--- src/rtl/fifo_wr_arbiter.sv ---
// Round-robin, burst-based arbiter that shares one FIFO write port among NREQ producers.
// Grants are throttled by prog_full at grant time, and FIFO overflow cycles are counted.
module fifo_wr_arbiter #(
    parameter int NREQ      = 4,
    parameter int DTA_WIDTH = 8,
    parameter int BURST_LEN = 8
) (
    input  logic                      clk,
    input  logic                      rst,
    input  logic                      arb_en,
    input  logic [NREQ-1:0]           req_valid,
    input  logic [NREQ*DTA_WIDTH-1:0] req_data,
    output logic [NREQ-1:0]           req_ready,
    output logic [DTA_WIDTH-1:0]      fifo_din,
    output logic                      fifo_wr_en,
    input  logic                      fifo_full,
    input  logic                      fifo_prog_full,
    input  logic                      fifo_overflow,
    output logic [$clog2(NREQ)-1:0]   grant_id,
    output logic                      busy,
    output logic [15:0]               ovf_count
);

    localparam int GW = $clog2(NREQ);
    localparam int CW = $clog2(BURST_LEN + 1);

    typedef enum logic {
        IDLE,
        BURST
    } state_t;

    state_t               r_state;
    state_t               w_nextState;
    logic [GW-1:0]        r_grant;
    logic [GW-1:0]        w_nextGrant;
    logic [GW-1:0]        r_last;
    logic [GW-1:0]        w_nextLast;
    logic [CW-1:0]        r_cnt;
    logic [CW-1:0]        w_nextCnt;
    logic [15:0]          r_ovf;
    logic [GW-1:0]        w_winner;
    logic [GW-1:0]        w_cand;
    logic                 w_found;
    logic                 w_grantValid;
    logic                 w_transfer;
    logic [DTA_WIDTH-1:0] w_words [NREQ];

    for (genvar g = 0; g < NREQ; g++) begin : g_words
        assign w_words[g] = req_data[g*DTA_WIDTH +: DTA_WIDTH];
    end

    // Scan from the highest offset down so the nearest requester after r_last wins.
    always_comb begin
        w_winner = '0;
        w_cand   = '0;
        w_found  = 1'b0;
        for (int k = NREQ; k >= 1; k--) begin
            w_cand = GW'((int'(r_last) + k) % NREQ);
            if (req_valid[w_cand]) begin
                w_winner = w_cand;
                w_found  = 1'b1;
            end
        end
    end

    assign w_grantValid = req_valid[r_grant];
    assign w_transfer   = (r_state == BURST) && w_grantValid && !fifo_full;
    assign fifo_wr_en   = w_transfer;
    assign fifo_din     = w_words[r_grant];
    assign grant_id     = r_grant;
    assign busy         = (r_state == BURST);
    assign ovf_count    = r_ovf;

    always_comb begin
        req_ready = '0;
        if (r_state == BURST && !fifo_full) begin
            req_ready[r_grant] = 1'b1;
        end
    end

    always_comb begin
        w_nextState = r_state;
        w_nextGrant = r_grant;
        w_nextLast  = r_last;
        w_nextCnt   = r_cnt;
        case (r_state)
            IDLE: begin
                if (arb_en && !fifo_prog_full && w_found) begin
                    w_nextState = BURST;
                    w_nextGrant = w_winner;
                    w_nextLast  = w_winner;
                    w_nextCnt   = '0;
                end
            end
            BURST: begin
                // A bubble from the granted requester ends the grant early.
                if (!w_grantValid) begin
                    w_nextState = IDLE;
                end else if (!fifo_full) begin
                    w_nextCnt = r_cnt + 1'b1;
                    if (r_cnt == CW'(BURST_LEN - 1)) begin
                        w_nextState = IDLE;
                    end
                end
            end
            default: w_nextState = IDLE;
        endcase
    end

    always_ff @(posedge clk or negedge rst) begin
        if (!rst) begin
            r_state <= IDLE;
            r_grant <= '0;
            r_last  <= GW'(NREQ - 1);
            r_cnt   <= '0;
        end else begin
            r_state <= w_nextState;
            r_grant <= w_nextGrant;
            r_last  <= w_nextLast;
            r_cnt   <= w_nextCnt;
        end
    end

    always_ff @(posedge clk or negedge rst) begin
        if (!rst) begin
            r_ovf <= '0;
        end else if (fifo_overflow && r_ovf != 16'hFFFF) begin
            r_ovf <= r_ovf + 16'd1;
        end
    end

endmodule

--- config.mk ---
export PLATFORM = sky130hd
export DESIGN_NAME = fifo_wr_arbiter
export DESIGN_NICKNAME = d
export VERILOG_FILES = /design/src/rtl/fifo_wr_arbiter.sv
export SDC_FILE = /design/constraint.sdc
export NUM_CORES = 1
export LEC_CHECK = 0
export BUFFER_PORTS_ARGS = -buffer_cell sky130_fd_sc_hd__buf_2
export CAP_MARGIN = 20
export CORE_UTILIZATION = 46
export CTS_CLUSTER_DIAMETER = 120
export DETAILED_ROUTE_END_ITERATION = 7
export PLACE_DENSITY = 0.84
export REMOVE_ABC_BUFFERS = 1
export SYNTH_ARGS = -nofsm -noshare
export SYNTH_HDL_FRONTEND = slang
export SYNTH_SLANG_ARGS = --single-unit
--- constraint.sdc ---
create_clock -name clk -period 2.1 [get_ports clk]
set_clock_uncertainty 0.2 [all_clocks]
set_input_delay 0.42 -clock clk [delete_from_list [all_inputs] [get_ports clk]]
set_output_delay 0.42 -clock clk [all_outputs]
set_load 0.1 [all_outputs]
=== Yosys cells after proc, flatten, opt, wreduce, memory -nomap -nowiden ===
Cells that the tools add are included.

* $add $sub $neg: 6
* Multiply operators: 0
* Divide/modulo/power cells: 0
* Order comparisons: 7
* Eq/ne operators: 5
* Shift operators: 0
* Mux-type cells: 33
* Bitwise operators: 2
* Reductions and logical operators: 11

{| class="wikitable"
|+ Operators with widths
! kind !! number
|-
| $add 16x1->16 const B || 1
|-
| $bmux 8 s2 || 1
|-
| $mux 4 || 4
|-
| $mux 8 || 2
|-
| $ne 16x16->1 const B || 1
|-
| $lt 2x3->1 const B || 5
|-
| $mux 1 || 14
|-
| $bmux 1 s2 || 5
|-
| $mux 2 || 4
|-
| $pmux 4 s2 || 1
|-
| $logic_and 1x1->1 || 7
|-
| $add 2x1->2 const B || 2
|-
| $add 2x2->2 const B || 2
|-
| $add 4x1->4 const B || 1
|-
| $eq 4x3->1 const B || 1
|-
| $ne 2x2->1 const B || 2
|-
| $ge 3x3->1 const B || 1
|-
| $not 2->3 || 1
|-
| $reduce_and 3->1 || 1
|-
| $demux 1 s2 || 1
|-
| $ge 2x1->1 const B || 1
|-
| $logic_not 1->1 || 2
|-
| $ne 2x1->1 const B || 1
|-
| $pmux 1 s2 || 1
|-
| other kinds (2) || 2
|}

* Register bits after elaboration: 25
* Bits in latches: 0
* Memory bits (writable): 0
* Memory bits (read-only): 0
* Input port bits: 42
* Output and inout port bits: 32
* Logic and storage cells: 69
* Memories kept: 0

=== Depth between registers and ports, before layout ===
Gate-level depths: netlist of the first run.

* Depth after elaboration: 10
* Mapped depth: 6
* Mapped depth without buffers: 5

=== Least setup slack after synthesis of the first run ===
OpenSTA, ideal clock, no wires.

* Path type: register -> output
* From: register r_state (netlist: busy)
* To: output port req_ready[0]
* Arrival: 3575 ps
* Data required time: 1480 ps
* Path slack: -2095 ps
* Stages on the path, launching flop included: 3
* Buffers on the path: 0
* Cell sequence: dfrtp_1 nor2b_1 nor3b_1

* Longest elaborated chain between the ends: 2

{| class="wikitable"
|+ RTL lines
! item !! line !! text
|-
| start: declaration || 32 || <nowiki>state_t r_state;</nowiki>
|-
| start signal: assignment || 117 || <nowiki>r_state <= w_nextState;</nowiki>
|-
| $logic_and 1x1->1 || 76 || <nowiki>if (r_state == BURST && !fifo_full) begin</nowiki>
|-
| $mux 4 || 76 ||
|-
| end: declaration || 13 || <nowiki>output logic [NREQ-1:0] req_ready,</nowiki>
|}

Every way passes these cells.

=== Worst setup path in the final report of the first run ===
* From: register r_grant[0] (netlist: grant_id[0])
* To: output port fifo_din[2]

* Longest elaborated chain between the ends: 4

{| class="wikitable"
|+ RTL lines
! item !! line !! text
|-
| start: declaration || 34 || <nowiki>logic [GW-1:0] r_grant;</nowiki>
|-
| start signal: assignment || 118 || <nowiki>r_grant <= w_nextGrant;</nowiki>
|-
| $not 2->3 (implied by the code) || 69 || <nowiki>assign fifo_din = w_words[r_grant];</nowiki>
|-
| $bmux 8 s2 || 69 ||
|-
| $mux 8 (implied by the code) (2 in series) || 69 ||
|-
| end: declaration || 14 || <nowiki>output logic [DTA_WIDTH-1:0] fifo_din,</nowiki>
|}

Every way passes these cells. The select of a mux whose other input is x is not followed.

==> results.rst, run 1 <==
.. list-table::
   :header-rows: 1

   * - Metric
     - Value
   * - Critical-path maximum fanout
     - 6
   * - Share of post-route cells with drive strength above 1
     - 0.511
   * - Vertical extent of the die
     - 59.8 um
   * - Clk sink count
     - 25
   * - Arrival time at the worst endpoint
     - approximately 1.6 ns
   * - Delay of the slowest cell on the worst path
     - 0.54 ns
   * - TritonCTS clock tree
     - yes
   * - Number of antenna violations at the first check in global routing
     - 0
   * - Clock share of power
     - 0.055
   * - Pre-Repair DR Iteration Count
     - 4
   * - Overall global routing resource usage
     - 0.273
   * - Outcome
     - finished with violations
   * - Part of the total power dissipated in sequential elements
     - 0.217
   * - Combinational power share
     - 0.728
   * - Routed length on met1
     - 1620 um
   * - Fillcell total
     - 216
   * - RePlAce Congestion
     - 0.813
   * - Synthesized netlist cell count
     - 143
   * - DP Cell Count
     - 273
   * - RSZ-0062 raised after global routing
     - yes
   * - Final routed wirelength across all metal layers
     - 4510 um
   * - Initial core utilization
     - 0.496
   * - Proportion of total power due to net switching
     - 0.590
   * - Setup tns final
     - -1.36 ns
   * - HPWL after detailed placement
     - around 3200 um
   * - Synthesis-to-layout area growth
     - 50.7%
   * - Overflow left after global routing
     - 0
   * - Wire length of the first global-routing pass
     - around 7000 um
   * - Filler-free cell count of the finished design
     - 281
   * - Ports placed on the boundary
     - 74
   * - Mapped Area
     - 1540 um2
   * - Path type of the worst setup path
     - reg2out
   * - Netlist cell types
     - 44
   * - Violated checks
     - negative setup slack
   * - Number of global-route vias before repair
     - 1515
   * - PwrDens
     - 1620 nW/um2
   * - Setup violations, final
     - 10
   * - Data required time of the worst path
     - 1.48 ns
   * - Maximum clock insertion buffer count
     - 2
   * - Antenna diode instance count
     - 0
   * - Type of destination of the critical path
     - output port
   * - Standard cell area after detailed placement
     - between 2000 and 2500 um2
   * - First-iteration detailed-routing DRC count
     - between 100 and 150
   * - Net switching power of the design
     - between 2000 and 2500 uW
   * - Max-slew violation total from the final report
     - 0
   * - Avg Synthesized Cell Area
     - 10.8 um2
   * - Standard cell with the maximum stage delay on the critical path
     - mux4_2
   * - Wirelength per Cell
     - 16.0 um
   * - Synthesis Warnings
     - 0
   * - Hold Path Class
     - in2reg
   * - Highest clock frequency the design can meet
     - 442 MHz
   * - Clock edge transition at the registers on the reported setup and hold paths
     - 0.13 ns
   * - Max_cap viols
     - 0
   * - Min Hold Slack
     - 0.250 ns
   * - Routed via count divided by cell count
     - approximately 5.6
   * - Actual slew at the worst max-slew pin
     - 0.597 ns
   * - Clock tree root driver cell
     - clkbuf_4
   * - Commonest non-fill, non-tap cell in the layout
     - buf_2
   * - Horizontal die dimension
     - roughly 60 um
   * - Register bit total from synthesis
     - 25
   * - Post-synthesis sequential area ratio
     - 0.408
   * - Max_slew headroom
     - 0.591
   * - Core region area
     - 3100 um2
   * - Hold Fails Final Rpt
     - 0
   * - Fin crit share
     - 1.08
   * - Cell breakdown of the critical path
     - buf_6, mux4_2, buf_8
   * - Met2 WL
     - 2390 um
   * - Area of the die
     - between 3000 and 4000 um2
   * - Time the worst path needs with I/O delays and setup
     - 2.26 ns
   * - Largest net degree at the start of global routing
     - 26
   * - Antenna Violating Nets Remaining
     - 0
   * - Maximum level of the CTS H-tree
     - 1
   * - # nets final
     - 282
   * - Clock network latency to the later pin of the worst-skew pair
     - around 0.32 ns
   * - Met3 WL post-DR
     - 321 um
   * - Top library cells by usage in the layout, fill and taps aside
     - 59 x buf_2, 22 x dfrtp_1, 18 x buf_4
   * - Internal portion of total power
     - 1540 uW
   * - Leak Pwr
     - approximately 0.0011 uW
   * - Count of standard-cell rows
     - 20
   * - TritonCTS buffer count
     - 3
   * - Setup WS post-layout
     - -0.160 ns
   * - Post-placement worst setup slack
     - around 0.00062 ns
   * - I/O Buffers
     - 73
   * - Startpoint class of the critical path
     - flip-flop
   * - Post-route DRC
     - 0
   * - Peak supply drop
     - 1370 uV
   * - DR vias
     - 1587
   * - Final design instance area without fill
     - approximately 2300 um2
   * - Uppermost layer routed
     - met4
## what timing repair did
| action | in CTS | in global routing |
|---|---|---|
| endpoints found under the hold margin | 23 | 0 |
| setup endpoints to repair | 12 | 13 |
| hold buffers | 1 | 0 |
| buffers inserted | 1 | 4 |
| gates resized for setup | 27 | 7 |
| pin swaps | 1 | 3 |
## power groups by stage
stage,logic (uW),clock network [uW],registers [uW]
final,2730,208,813
after global routing,2840,239,839
after CTS,2640,212,812
after detailed placement,2460,0,818
after global placement,2430,0,810
after floorplan,1200,0,1530
## state kept, by name (all words and copies together), names as in the netlist
name / count
r_last: 2
ovf_count: 16
r_cnt: 4
busy: 1
grant_id: 2
## kinds of logic after synthesis
family,count (synthesis),synth area share
adders and majority gates,2,0.0163
buffers and inverters,11,0.0309
xor gates and xnor gates,11,0.0626
AOI/OAI and AO/OA,27,0.126
muxes,12,0.155
and+or+nand+nor,55,0.201
DFF,25,0.408
## routing by layer
layer  vias to the layer above  GRT usage
li1                        738          -
met1                       748      0.300
met2                        84      0.475
met3                        17     0.0714
met4                         0      0.156
met5                         -          0
## worst paths after layout
| path | cells past startpoint | end | slack [ns] | from |
|---|---|---|---|---|
| max in group asynchronous | 2 | grant_id[0] | 0.90 | rst |
| setup / recovery | 3 | fifo_din[2] | -0.16 | grant_id[0] |
| hold reg to reg | 1 | ovf_count[9] | 0.30 | ovf_count[9] |
| hold / removal | 3 | ovf_count[2] | 0.25 | fifo_overflow |
| setup reg to reg | 5 | ovf_count[9] | 0.09 | ovf_count[13] |
| min in group asynchronous | 2 | ovf_count[2] | 0.41 | rst |
## through the flow
stage          utilization  power (uW)
3_5_place_dp         0.692        3280
3_3_place_gp         0.692        3240
2_1_floorplan            -        2720
4_1_cts              0.733        3660
6_report             0.747        3750
5_1_grt              0.747        3920
## cells in the mapped netlist, drive strengths merged
cell type  instances  area, um2
dfrtp             23        576
nand2             15       56.3
mux4               9        203
nand3              9       45.0
nor2               8       30.0
xor2               8       70.1
a21oi              7       35.0
nand4              6       52.6
buf                5       25.0
inv                5       18.8
and3               4       25.0
nor4               4       40.0
a31oi              3       25.0
nor2b              3       18.8
xnor2              3       26.3
dfstp              2       52.6
ha                 2       25.0
mux2               2       26.3
nor3b              2       15.0
o21a               2       15.0
o21ai              2       10.0
a2111oi            1       8.76
a211oi             1       7.51
a21boi             1       7.51
a22oi              1       7.51
a31o               1       8.76
a41oi              1       8.76
and3b              1       8.76
clkbuf             1       3.75
mux2i              1       10.0
nand2b             1       6.26
nor3               1       5.00
o211ai             1       7.51
o221ai             1       8.76
o22ai              1       6.26
o311ai             1       8.76
o32ai              1       8.76
o41a               1       11.3
o41ai              1       8.76
or3                1       6.26
## final cells by class
cell class	instances	area [um2]	area share
Clock buffer	4	26.3	0.0113
Sequential cell	25	629	0.271
Timing Repair Buffer	96	703	0.303
Inverter	5	18.8	0.00809
Multi-Input combinational cell	107	886	0.382
Tap cell	44	55.1	0.0237
## worst max-delay path: cells and delay by family, from the launching register on
| kind | cells | cell delay, ns |
|---|---|---|
| muxes | 1 | 0.54 |
| DFF | 1 | 0.44 |
| buffers and inverters | 2 | 0.35 |
Note: power is estimated with default switching activity, not from simulation.
==> run 2: changes to the inputs <==
--- a/config.mk
+++ b/config.mk
@@ -10,8 +10,10 @@
 export CORE_UTILIZATION = 46
 export CTS_CLUSTER_DIAMETER = 120
 export DETAILED_ROUTE_END_ITERATION = 7
+export MAX_ROUTING_LAYER = met4
 export PLACE_DENSITY = 0.84
 export REMOVE_ABC_BUFFERS = 1
+export SLEW_MARGIN = 20
 export SYNTH_ARGS = -nofsm -noshare
 export SYNTH_HDL_FRONTEND = slang
 export SYNTH_SLANG_ARGS = --single-unit
==> run 2 against run 1 <==
The run still ends with negative setup slack left. Clock power is essentially flat. Non-clock buffer count is the same. Global-route usage grew 0.91 points. Hold slack gained 0.0062 ns. Combinational power is essentially flat. Via count is the same. Maximum frequency is essentially flat. Die area is the same. Critical path type unchanged. Largest power group unchanged.
==> results.rst, run 2 (synthesized netlist as in run 1, its figures left out) <==
.. list-table::
   :header-rows: 1

   * - Metric
     - Value
   * - Outcome
     - finished with violations (unchanged)
   * - Violated checks
     - negative setup slack (unchanged)
   * - Startpoint class of the critical path
     - flip-flop (unchanged)
   * - RePlAce Congestion
     - 0.825 (was 0.813)
   * - Post-route total power
     - 3750 uW (about the same)
   * - Maximum level of the CTS H-tree
     - 1 (unchanged)
   * - Horizontal die dimension
     - 59.8 um (unchanged)
   * - Clock edge transition at the registers on the reported setup and hold paths
     - 0.12 ns (was 0.13 ns)
   * - Highest clock frequency the design can meet
     - 442 MHz (about the same)
   * - HPWL after detailed placement
     - 3200 um (unchanged)
   * - Crit-path leading delay family
     - multiplexers (unchanged)
   * - DP Cell Count
     - 273 (unchanged)
   * - Standard cell with the maximum stage delay on the critical path
     - mux4_2 (unchanged)
   * - Pre-Repair DR Iteration Count
     - 4 (unchanged)
   * - Clock network latency to the later pin of the worst-skew pair
     - 0.31 ns (was 0.32 ns)
   * - Initial core utilization
     - 0.496 (unchanged)
   * - Slack of the worst reg-to-reg path
     - 0.10 ns (was 0.09 ns)
   * - Hold Fails Final Rpt
     - 0 (unchanged)
   * - Cell breakdown of the critical path
     - buf_6, mux4_2, buf_8 (unchanged)
   * - Antenna diode instance count
     - 0 (unchanged)
   * - Number of antenna violations at the first check in global routing
     - 0 (unchanged)
   * - Worst hold path startpoint
     - fifo_overflow (unchanged)
   * - Max_slew headroom
     - 0.603 (was 0.591)
   * - Overall global routing resource usage
     - 0.282 (was 0.273)
   * - Clock tree root driver cell
     - clkbuf_4 (unchanged)
   * - Max-slew violation total from the final report
     - 0 (unchanged)
   * - Area of the die
     - 3580 um2 (unchanged)
   * - Antenna Violating Nets Remaining
     - 0 (unchanged)
   * - Share of post-route cells with drive strength above 1
     - 0.511 (unchanged)
   * - Largest net degree at the start of global routing
     - 26 (unchanged)
   * - R2R depth
     - 5 (unchanged)
   * - Wire length of the first global-routing pass
     - 7070 um (was 7040 um)
   * - Peak supply drop
     - 1370 uV (about the same)
   * - Time the worst path needs with I/O delays and setup
     - 2.26 ns (about the same)
   * - GR Util met1
     - 0.303 (was 0.300)
   * - Number of global-route vias before repair
     - 1509 (was 1515)
   * - Actual slew at the worst max-slew pin
     - 0.581 ns (was 0.597 ns)
   * - Met2 usage
     - 0.475 (unchanged)
   * - Min-Delay Endpoint
     - ovf_count[2] (unchanged)
   * - Clk sink count
     - 25 (unchanged)
   * - Post-route DRC
     - 0 (unchanged)
   * - Min Hold Slack
     - 0.256 ns (was 0.250 ns)
   * - Synthesis-to-layout area growth
     - 50.7% (unchanged)
   * - Arrival time at the worst endpoint
     - 1.64 ns (about the same)
   * - Filler-free cell count of the finished design
     - 281 (unchanged)
   * - I/O Buffers
     - 73 (unchanged)
   * - Fin crit share
     - 1.08 (about the same)
   * - TritonCTS clock tree
     - yes (unchanged)
   * - Hold Path Class
     - in2reg (unchanged)
   * - TritonCTS buffer count
     - 3 (unchanged)
   * - Final routed wirelength across all metal layers
     - 4530 um (was 4510 um)
   * - Hold depth
     - 3 (unchanged)
   * - Worst r2r src
     - ovf_count[13] (unchanged)
   * - Commonest non-fill, non-tap cell in the layout
     - buf_2 (unchanged)
   * - Vertical extent of the die
     - 59.8 um (unchanged)
   * - Wirelength per Cell
     - 16.1 um (was 16.0 um)
   * - Overflow left after global routing
     - 0 (unchanged)
   * - Path type of the worst setup path
     - reg2out (unchanged)
   * - Routed via count divided by cell count
     - 5.65 (unchanged)
   * - Busiest layer in global routing
     - met2 (unchanged)
   * - DR vias
     - 1587 (unchanged)
   * - PwrDens
     - 1620 nW/um2 (about the same)
   * - Top library cells by usage in the layout, fill and taps aside
     - 59 x buf_2, 22 x dfrtp_1, 18 x buf_4 (unchanged)
   * - Type of destination of the critical path
     - output port (unchanged)
   * - Critical-path maximum fanout
     - 6 (unchanged)
   * - Count of standard-cell rows
     - 20 (unchanged)
   * - CP Buf/Inv Count
     - 2 (unchanged)
   * - Max_cap viols
     - 0 (unchanged)
   * - Fillcell total
     - 216 (unchanged)
   * - # nets final
     - 282 (unchanged)
   * - Setup violations, final
     - 10 (unchanged)
   * - RSZ-0062 raised after global routing
     - yes (unchanged)
   * - Setup WS post-layout
     - -0.161 ns (was -0.160 ns)
   * - Leak Pwr
     - 0.00115 uW (unchanged)
   * - Maximum clock insertion buffer count
     - 2 (unchanged)
   * - Ports placed on the boundary
     - 74 (unchanged)
   * - Setup tns final
     - -1.37 ns (was -1.36 ns)
   * - Destination of the worst register-to-register timing path
     - ovf_count[9] (unchanged)
   * - Core region area
     - 3100 um2 (unchanged)
   * - Global-route track usage on met3
     - 0.0714 (unchanged)
   * - Flip-flop count of the largest register, all copies and words added
     - 16 (unchanged)
   * - First-iteration detailed-routing DRC count
     - 105 (was 112)
   * - Data required time of the worst path
     - 1.48 ns (about the same)
   * - Delay of the slowest cell on the worst path
     - 0.54 ns (about the same)
run 2: cell type report:
| class | instances | area (um2) | area share |
|---|---|---|---|
| repair buffers | 96 | 703 | 0.303 |
| multi-input cells | 107 | 886 | 0.382 |
| inverters | 5 | 18.8 | 0.00809 |
| well taps | 44 | 55.1 | 0.0237 |
| clock buffers | 4 | 26.3 | 0.0113 |
| flip-flops and latches | 25 | 629 | 0.271 |
run 2: worst max-delay path by stage:
stage              endpoint  cells after the start         start
5_1_grt         fifo_din[5]                      3   grant_id[0]
3_3_place_gp     fifo_wr_en                      5  req_valid[3]
3_5_place_dp     fifo_wr_en                      5  req_valid[3]
6_report        fifo_din[2]                      3   grant_id[0]
2_1_floorplan  req_ready[0]                      2          busy
4_1_cts         fifo_din[5]                      3   grant_id[0]
run 2: tightest hold or removal path, stage by stage:
cell     delay, ns
buf_2         0.13
a21oi_1       0.14
a31oi_1       0.05
run 2: per-layer routing:
metal | vias up | part of all wire
met1 | 748 | 0.36
met3 | 17 | 0.072
met4 | 0 | 0.039
met5 | - | 0
li1 | 739 | -
met2 | 83 | 0.53
run 2: timing repair:
item,CTS,global route
endpoints found under the setup margin,12,13
hold buffers,1,0
gates resized for setup,27,7
hold endpoints to repair,23,0
setup buffers,1,4
pin swaps,1,3
run 2: through the flow:
step	cell area, um2	util	worst slack [ns]
6_report	2320	0.747	-0.161
2_1_floorplan	1510	-	-2.09
4_1_cts	2280	0.733	-0.154
3_3_place_gp	2150	0.692	0.0281
3_5_place_dp	2150	0.692	0.000619
5_1_grt	2320	0.747	-0.254
run 2: where the power goes:
group	leakage [uW]	internal (uW)	total (uW)	switching, uW
Sequential	0.000319	635	815	180
Combinational	0.000816	828	2730	1900
Clock	0.0000150	74.3	207	132
Total	0.00115	1540	3750	2210
